`src/rtl/light_hash_feeder.sv`:
```
// Frames a ready/valid byte stream into light_hash head/message/tail strobes
// and returns the digest on a ready/valid port. Option: LH_FEED_TIMEOUT_EN.
module light_hash_feeder #(
    parameter int LEN_W   = 16,
    parameter int TIMEOUT = 1024
) (
    input  logic             clk,
    input  logic             rst,
    input  logic [7:0]       s_byte,
    input  logic             s_valid,
    input  logic             s_last,
    output logic             s_ready,
    output logic [7:0]       hash_byte,
    output logic             hash_valid,
    output logic [1:0]       hash_state,
    input  logic             hash_busy,
    input  logic [63:0]      hash_digest,
    input  logic             hash_digest_ready,
    output logic [63:0]      d_out,
    output logic [LEN_W-1:0] d_len,
    output logic             d_valid,
    input  logic             d_ready,
    output logic             d_err
);

    typedef enum logic [3:0] {
        IDLE, HEAD, GUARD, WAIT, MSG, TAIL, TGUARD, TWAIT, OUT
    } state_t;

    localparam logic [1:0] HS_HEAD = 2'b00;
    localparam logic [1:0] HS_TAIL = 2'b01;
    localparam logic [1:0] HS_MSG  = 2'b10;

    if (TIMEOUT < 1) begin : g_bad_timeout
        $error("TIMEOUT must be at least 1");
    end

    state_t             state_q, state_d;
    state_t             ret_q, ret_d;
    logic [LEN_W-1:0]   len_q, len_d;
    logic [1:0]         hs_q, hs_d;
    logic [7:0]         hb_q, hb_d;
    logic [63:0]        dout_q, dout_d;
    logic [LEN_W-1:0]   dlen_q, dlen_d;
    logic               hv;
    logic               sr;

`ifdef LH_FEED_TIMEOUT_EN
    localparam int CW = $clog2(TIMEOUT + 1);
    logic [CW-1:0] cnt_q, cnt_d;
    logic          derr_q, derr_d;
`endif

    always_comb begin
        state_d = state_q;
        ret_d   = ret_q;
        len_d   = len_q;
        hs_d    = hs_q;
        hb_d    = hb_q;
        dout_d  = dout_q;
        dlen_d  = dlen_q;
        hv      = 1'b0;
        sr      = 1'b0;
`ifdef LH_FEED_TIMEOUT_EN
        cnt_d   = cnt_q;
        derr_d  = derr_q;
`endif
        unique case (state_q)
            IDLE: begin
                if (s_valid) begin
                    len_d   = '0;
                    state_d = HEAD;
                end
            end
            HEAD: begin
                hv      = 1'b1;
                hs_d    = HS_HEAD;
                ret_d   = MSG;
                state_d = GUARD;
            end
            // core raises busy one cycle after the strobe
            GUARD: state_d = WAIT;
            WAIT: begin
                if (!hash_busy) state_d = ret_q;
            end
            MSG: begin
                sr = 1'b1;
                if (s_valid) begin
                    hv   = 1'b1;
                    hs_d = HS_MSG;
                    hb_d = s_byte;
                    if (len_q != {LEN_W{1'b1}}) len_d = len_q + LEN_W'(1);
                    ret_d   = s_last ? TAIL : MSG;
                    state_d = GUARD;
                end
            end
            TAIL: begin
                hv      = 1'b1;
                hs_d    = HS_TAIL;
                state_d = TGUARD;
            end
            TGUARD: begin
`ifdef LH_FEED_TIMEOUT_EN
                cnt_d = '0;
`endif
                state_d = TWAIT;
            end
            TWAIT: begin
                if (hash_digest_ready) begin
                    dout_d  = hash_digest;
                    dlen_d  = len_q;
`ifdef LH_FEED_TIMEOUT_EN
                    derr_d  = 1'b0;
`endif
                    state_d = OUT;
                end
`ifdef LH_FEED_TIMEOUT_EN
                else if (cnt_q == CW'(TIMEOUT - 1)) begin
                    dout_d  = '0;
                    dlen_d  = len_q;
                    derr_d  = 1'b1;
                    state_d = OUT;
                end else begin
                    cnt_d = cnt_q + CW'(1);
                end
`endif
            end
            OUT: begin
                if (d_ready) state_d = IDLE;
            end
            default: state_d = IDLE;
        endcase
    end

    always_ff @(posedge clk) begin
        if (rst) begin
            state_q <= IDLE;
            ret_q   <= MSG;
            len_q   <= '0;
            hs_q    <= 2'b11;
            hb_q    <= '0;
            dout_q  <= '0;
            dlen_q  <= '0;
        end else begin
            state_q <= state_d;
            ret_q   <= ret_d;
            len_q   <= len_d;
            hs_q    <= hs_d;
            hb_q    <= hb_d;
            dout_q  <= dout_d;
            dlen_q  <= dlen_d;
        end
    end

`ifdef LH_FEED_TIMEOUT_EN
    always_ff @(posedge clk) begin
        if (rst) begin
            cnt_q  <= '0;
            derr_q <= 1'b0;
        end else begin
            cnt_q  <= cnt_d;
            derr_q <= derr_d;
        end
    end
    assign d_err = derr_q;
`else
    assign d_err = 1'b0;
`endif

    // hs_d/hb_d equal the held values whenever no strobe is issued
    assign hash_valid = hv;
    assign hash_state = hs_d;
    assign hash_byte  = hb_d;
    assign s_ready    = sr;
    assign d_valid    = (state_q == OUT);
    assign d_out      = dout_q;
    assign d_len      = dlen_q;

endmodule

```
`config.mk`:
```
export PLATFORM = sky130hd
export DESIGN_NAME = light_hash_feeder
export DESIGN_NICKNAME = d
export VERILOG_FILES = /design/src/rtl/light_hash_feeder.sv
export SDC_FILE = /design/constraint.sdc
export NUM_CORES = 1
export LEC_CHECK = 0
export CORE_MARGIN = 2
export CORE_UTILIZATION = 47
export DETAILED_ROUTE_END_ITERATION = 10
export GPL_TIMING_DRIVEN = 0
export MAX_ROUTING_LAYER = met4
export PLACE_DENSITY = 0.92
export SYNTH_ARGS = -nofsm -noshare
export SYNTH_HDL_FRONTEND = slang
export SYNTH_SLANG_ARGS = --single-unit
```
`constraint.sdc`:
```
create_clock -name clk -period 3.5 [get_ports clk]
set_input_delay 0.525 -clock clk [delete_from_list [all_inputs] [get_ports clk]]
set_output_delay 0.525 -clock clk [all_outputs]
set_load 0.005 [all_outputs]
```
==> results.cfg, run 1 <==
[routing]
wirelength_um = 12600
drt-initial-drc-count = 186
detail_route.wl_per_cell_um = 15.0
drtAntennaViolNets = 0
vias_per_cell = 5.40
drcViolationCount = 0
num_vias = 4532
dr.pass1.iters = 5

[worst_setup_path]
ff2ff_path_depth = 6
end_kind = output pin
cp_data_required_time_ns = 2.97
worstPathArrival_ns = 2.60
start_kind = flop
critPathMaxFanout = 10
r2r_setup_slack_ns = 1.26
criticalPathCategory = flop to output pin

[layout]
multi_input_area_um2 = 1980
most-common-layout-cells = nand2_1, clkdlybuf4s50_1, dfxtp_1, a21oi_1, clkbuf_1
antenna_cells = 0
final_util = 0.707
drive_above_1_share = 0.0590
finalNonFillerCells = 840
syn2layout_area_growth_pct = 47.0
nets = 804
n_fill_cell = 702
final_common_cell = nand2_1
final-seq-area_um2 = 2220

[timing]
slew_headroom = 0.518
period_needed_ns = 3.12
rsz0062_at_grt = no
hold_violations = 0
slew_viol_final = 0
holdWs_ns = 0.459
fin_tns_setup_ns = 0
fmax_mhz = 320
worstMarginPinSlew_ns = 0.721
finalSetupViolCount = 0
final.period_utilization = 0.893
clock-skew-final_ns = 0.0173

[floorplanning]
ios = 173
die_w_um = 101
die_y_um = 101
rows = 35
start_util = 0.481
die_area_um2 = 10200
core_um2 = 9200

[clock_tree]
cts-root-buf = clkbuf_8
cts-buffers-inserted = 9
hold_buffers = 0
cts_tree = yes
clock_latency_ns = 0.37
cts_buffer_depth = 2
cts.sinks = 111
cts_resized = 0
h-tree-depth = 3
clk_pin_slew_ns = 0.11
cts.repair_timing.setup_buffer_count = 0

[synthesis]
synth_seq_area_share = 0.503
ys_ff_latch = 111
synth-edff-count = 0
ys_types = 48
synth_flop_cell = dfxtp_1
synth_fp_nets = 623
yosysTopAreaCellShare = 0.503
synth_top_area_cell = dfxtp_1
async_reset_ff_frac = 0
synthTopCellsByArea = dfxtp_1, nand2_1, a21oi_1, clkbuf_1, a31oi_1
yosysWarnings = 0
syn_area_um2 = 4420
syn_avg_cell_area_um2 = 8.14
synthCells = 543

[global_route]
grt_pass1_vias = 4132
grt_max_degree = 21
grtUsageTotal = 0.240
grt_first_pass_wirelength_um = 19300
antenna_found_initial = 0
overflow = 0

[worst_hold_path]
min_path_cells = 2
hp-class = flop to flop

[run_status]
status = completed

[power]
powerDensity_nw_per_um2 = 375
ir_drop_v = 0.000328
power.leakage_uw = 0.00218

[placement]
dp_cells = 824
portBuffers = 170
gp_congestion = 0.871
hpwl_um = 9370

[job]
cap_violations = 0
==> per-stage QoR <==
step,total power [uW],cell area [um^2],setup slack (ns)
after global routing,2520,6500,0.267
after global placement,1570,6260,0.734
after floorplan,1430,4420,1.49
final,2440,6500,0.376
after detailed placement,1580,6260,0.691
after CTS,2450,6500,0.364
==> Yosys cell counts, drive strengths merged, types with 6 or more instances <==
cell type  count
inv            9
a21oi         91
mux2           8
and2          10
dfxtp        111
nand3         12
nor2           6
clkbuf        30
buf           11
nand2        173
a31oi         16
o21ai          6
==> registers in the layout (all words and copies together), names as in the netlist <==
register / cells
d_out: 64
d_len: 16
len_q: 16
hb_q: 8
state_q: 4
hs_q: 2
ret_q: 1
==> logic make-up (layout without fill, tap and decap cells) <==
family | Yosys count | after routing | synth area share
buffers and inverters | 50 | 236 | 0.0501
DFF | 111 | 111 | 0.503
other | 1 | 1 | 0.000848
adders and majority gates | 1 | 1 | 0.00283
and+or+nand+nor | 238 | 238 | 0.246
AOI/OAI and AO/OA | 132 | 132 | 0.169
muxes | 10 | 10 | 0.0283
==> area by class of cell <==
| class | instances | area share |
|---|---|---|
| multi-input cells | 382 | 0.304 |
| clock buffers | 9 | 0.0191 |
| clock inverters | 7 | 0.0173 |
| inverters | 9 | 0.00520 |
| well taps | 111 | 0.0214 |
| repair buffers | 170 | 0.262 |
| flip-flops and latches | 111 | 0.342 |
| plain buffers | 41 | 0.0289 |
==> path summary, 6_finish.rpt <==
path                            startpoint           end
worst max-delay path            state_q[0]  hash_byte[6]
worst min-delay path             d_out[38]     d_out[38]
worst max register to register    len_q[0]      len_q[2]
worst min register to register   d_out[38]     d_out[38]
==> power by group <==
part	internal, uW	switching [uW]
Sequential	1280	7.42
Combinational	153	118
Clock	420	465
Total	1850	591
==> metal layers <==
metal	global-route usage	vias up	routed length, um
li1	-	2206	-
met1	0.285	2126	5150
met2	0.408	171	6430
met3	0.0485	29	731
met4	0.0811	0	295
met5	-	-	0
==> critical path: stages (launching register included) <==
cell and delay, ns:
dfxtp_1 0.32, buf_6 0.13, nor4b_4 0.66, nand2_4 0.16, buf_6 0.19, mux2_4 0.30
clkdlybuf4s50_1 0.46
(Power assumes the default switching activity.)
==> inputs of run 2 (changes only) <==
CORE_MARGIN = 3   (was 2)
==> results.cfg, run 2 (synthesis results as in run 1) <==
[run_status]
status = completed

[worst_setup_path]
cp_data_required_time_ns = 2.97
r2r_setup_slack_ns = 1.28
reg2reg_from = len_q[1]
r2r-end = len_q[2]
ff2ff_path_depth = 6
critPathMaxFanout = 10
worstPathArrival_ns = 2.58
start_kind = flop
criticalPathCategory = flop to output pin
end_kind = output pin

[floorplanning]
core_um2 = 8930
ios = 173
die_w_um = 103
die_y_um = 103
rows = 34
start_util = 0.495
die_area_um2 = 10600

[clock_tree]
h-tree-depth = 3
cts_tree = yes
hold_buffers = 0
cts-buffers-inserted = 9
cts.repair_timing.setup_buffer_count = 0
cts_buffer_depth = 2
cts.sinks = 111
cts_resized = 0
clock_latency_ns = 0.37
cts-root-buf = clkbuf_8
clk_pin_slew_ns = 0.10

[placement]
hpwl_um = 9480
portBuffers = 170
dpl_cell_area_um2 = 6260
gp_congestion = 0.892

[timing]
rsz0062_at_grt = no
hold_violations = 0
fin_tns_setup_ns = 0
final.period_utilization = 0.886
slew_viol_final = 0
clock-skew-final_ns = 0.0115
period_needed_ns = 3.10
worstMarginPinSlew_ns = 0.703
slew_headroom = 0.529
finalSetupViolCount = 0
fmax_mhz = 322

[layout]
largest_reg_flops = 64
stdcell_area_um2 = 6460
final_common_cell = nand2_1
syn2layout_area_growth_pct = 46.1
antenna_cells = 0
nets = 804
most-common-layout-cells = nand2_1, clkdlybuf4s50_1, dfxtp_1, a21oi_1, clkbuf_1
drive_above_1_share = 0.0576

[routing]
detail_route.wl_per_cell_um = 14.8
drcViolationCount = 0
vias_per_cell = 5.27
drtAntennaViolNets = 0
num_vias = 4413
drt-initial-drc-count = 166
wirelength_um = 12400
dr.pass1.iters = 5

[power]
powerDensity_nw_per_um2 = 364
power.leakage_uw = 0.00216
ir_drop_v = 0.000243

[global_route]
grt_pass1_vias = 4210
antenna_found_initial = 0
grtUsageTotal = 0.234
grt_first_pass_wirelength_um = 19400
grt_max_degree = 20
overflow = 0

[worst_hold_path]
min_from = d_len[5]
hp-class = flop to flop
holdPathEnd = d_len[5]
min_path_cells = 2

[job]
cap_violations = 0
run 2: cell count changes in the layout (fill, tap and decap cells not counted):
cell       before  now
bufinv_16       2    1
clkbuf_1       30   31
clkinv_8        1    0
inv_6           2    3
run 2: worst max path at each step:
stage                    start      endpoint  cells past startpoint
detailed placement     s_valid  hash_byte[6]                      5
finish              state_q[0]  hash_byte[6]                      6
global placement       s_valid  hash_byte[3]                      5
global route        state_q[0]  hash_byte[6]                      6
floorplan           state_q[0]  hash_byte[3]                      5
CTS                 state_q[0]  hash_byte[6]                      6
run 2: layout make-up:
class / instances / area, um^2
fill: 694 / 2470
sequential: 111 / 2220
multi-input combinational: 382 / 1980
timing repair buffer: 170 / 1700
buffer: 41 / 188
tap: 108 / 135
clock buffer: 10 / 128
clock inverter: 6 / 75.1
inverter: 9 / 33.8
run 2: routing by layer:
| metal | track usage | share of wire | up-vias |
|---|---|---|---|
| met4 | 0.0787 | 0.017 | 0 |
| met1 | 0.287 | 0.42 | 2004 |
| met3 | 0.0453 | 0.078 | 17 |
| met2 | 0.387 | 0.49 | 193 |
| met5 | - | 0 | - |
| li1 | - | - | 2199 |
run 2: metrics by stage:
stage | power, uW | hold WS [ns] | setup WS [ns] | utilization | cells
6_report | 2350 | 0.458 | 0.398 | 0.723 | 837
5_1_grt | 2440 | 0.479 | 0.291 | 0.723 | 837
4_1_cts | 2370 | 0.460 | 0.371 | 0.723 | 837
3_5_place_dp | 1580 | 0.446 | 0.709 | 0.701 | 821
3_3_place_gp | 1570 | 0.442 | 0.739 | 0.701 | 821
2_1_floorplan | 1430 | 0.451 | 1.49 | - | 543
run 2: report_power, final:
group,switching [uW],internal (uW)
combinational,120,153
clock,451,345
sequential,7.12,1280
total,578,1770
run 2: critical path, cell delays in order, from the launching register on:
cell,delay [ns]
dfxtp_1,0.32
buf_6,0.13
nor4b_4,0.65
nand2_4,0.16
buf_6,0.19
mux2_4,0.30
clkdlybuf4s50_1,0.46
==> inputs of run 3 (changes only) <==
==> constraint.sdc (replaced) <==
create_clock -name clk -period 3.5 [get_ports clk]
set_input_delay 0.525 -clock clk [delete_from_list [all_inputs] [get_ports clk]]
set_output_delay 0.525 -clock clk [all_outputs]
set_load 0.1 [all_outputs]
==> results.cfg, run 3 (synthesis results as in run 1) <==
[run_status]
status = completed

[clock_tree]
cts-buffers-inserted = 9
cts_buffer_depth = 2
clk_pin_slew_ns = 0.09
cts_tree = yes
cts.sinks = 111
cts-root-buf = clkbuf_8
h-tree-depth = 3
clock_latency_ns = 0.36
cts.repair_timing.setup_buffer_count = 0

[timing]
slew_headroom = 0.285
clock-skew-final_ns = 0.0202
worstMarginPinSlew_ns = 1.07
period_needed_ns = 3.39
slew_viol_final = 0
rsz0062_at_grt = no
hold_violations = 0
final.period_utilization = 0.969
fin_tns_setup_ns = 0
fmax_mhz = 295
finalSetupViolCount = 0

[layout]
nets = 804
final_common_cell = nand2_1
syn2layout_area_growth_pct = 45.7
drive_above_1_share = 0.0604
final_util = 0.721
largest_reg_flops = 64
antenna_cells = 0
most-common-layout-cells = nand2_1, clkdlybuf4s50_1, dfxtp_1, a21oi_1, clkbuf_1

[worst_setup_path]
end_kind = output pin
criticalPathCategory = flop to output pin
cp_data_required_time_ns = 2.97
critPathMaxFanout = 10
start_kind = flop
r2r_setup_slack_ns = 1.27
worstPathArrival_ns = 2.87

[floorplanning]
start_util = 0.495
die_w_um = 103
core_um2 = 8930
rows = 34
die_area_um2 = 10600
ios = 173
die_y_um = 103

[routing]
num_vias = 4468
drt-initial-drc-count = 201
dr.pass1.iters = 5
drtAntennaViolNets = 0
wirelength_met1_um = 5390
met3_wirelength_um = 746
vias_per_cell = 5.34
top_layer = met4
wirelength_um = 13000
drcViolationCount = 0
wl_met2_um = 6570
detail_route.wl_per_cell_um = 15.6

[placement]
portBuffers = 170
hpwl_um = 9990
gp_congestion = 0.862

[global_route]
grt_max_degree = 20
grt_first_pass_wirelength_um = 19800
overflow = 0
antenna_found_initial = 0
grtUsageTotal = 0.240
grt_pass1_vias = 4169

[power]
ir_drop_v = 0.000411
power.leakage_uw = 0.00221
powerDensity_nw_per_um2 = 369

[job]
cap_violations = 0

[worst_hold_path]
hp-class = flop to flop
==> run 3: cell count changes in the layout (fill, tap and decap cells not counted), sizes merged <==
cell / delta
inv: -3
clkinv: +3
clkdlybuf4s50: -11
clkbuf: -1
dlygate4sd2: +9
dlymetal6s2s: +2
clkinvlp: +1
bufinv: -1
==> run 3: report_power, final <==
group | total (uW) | switching [uW] | internal (uW) | leakage [uW]
Combinational | 387 | 238 | 149 | 0.00123
Clock | 704 | 438 | 266 | 0.0000847
Sequential | 1280 | 8.05 | 1280 | 0.000895
Total | 2370 | 684 | 1690 | 0.00221
==> run 3: layout make-up <==
cell class                 instances  area, um^2
clock buffer                       9         124
tap                              108         135
multi-input combinational        382        1990
buffer                            41         188
fill                             672        2490
inverter                           9        33.8
sequential                       111        2220
timing repair buffer             170        1700
clock inverter                     6        57.6
==> run 3: final timing paths <==
check	end	cells past startpoint	from
max	hash_byte[5]	6	state_q[0]
min	d_out[49]	2	d_out[49]
max reg2reg	len_q[4]	6	len_q[0]
min reg2reg	d_out[49]	2	d_out[49]
==> run 3: worst max-delay path, stage by stage (launching register included) <==
cell and delay (ns):
dfxtp_1 0.32, buf_6 0.13, nor4b_4 0.65, nand2_4 0.16
buf_6 0.19, mux2_4 0.20, dlygate4sd2_1 0.85
==> run 3: timing repair <==
item                                    4_1_cts  5_1_grt
endpoints found under the setup margin        9        2
pin swaps                                     0        0
resized for setup                             9        2
endpoints found under the hold margin         0        0
hold buffers                                  0        0
==> run 3: metrics by stage <==
| stage | total power, uW | instances | cell area (um^2) | setup WS (ns) | hold slack (ns) |
|---|---|---|---|---|---|
| floorplan | 1550 | 543 | 4430 | 0.121 | 0.451 |
| global route | 2460 | 836 | 6440 | 0.0177 | 0.475 |
| finish | 2370 | 836 | 6440 | 0.109 | 0.458 |
| global placement | 1690 | 821 | 6270 | 0.151 | 0.441 |
| CTS | 2390 | 836 | 6440 | 0.0498 | 0.460 |
| detailed placement | 1700 | 821 | 6270 | 0.116 | 0.445 |
==> run 3: metal layers <==
layer,track usage,vias up
met4,0.0857,0
met2,0.400,175
met3,0.0304,28
met5,-,-
met1,0.298,2062
li1,-,2203
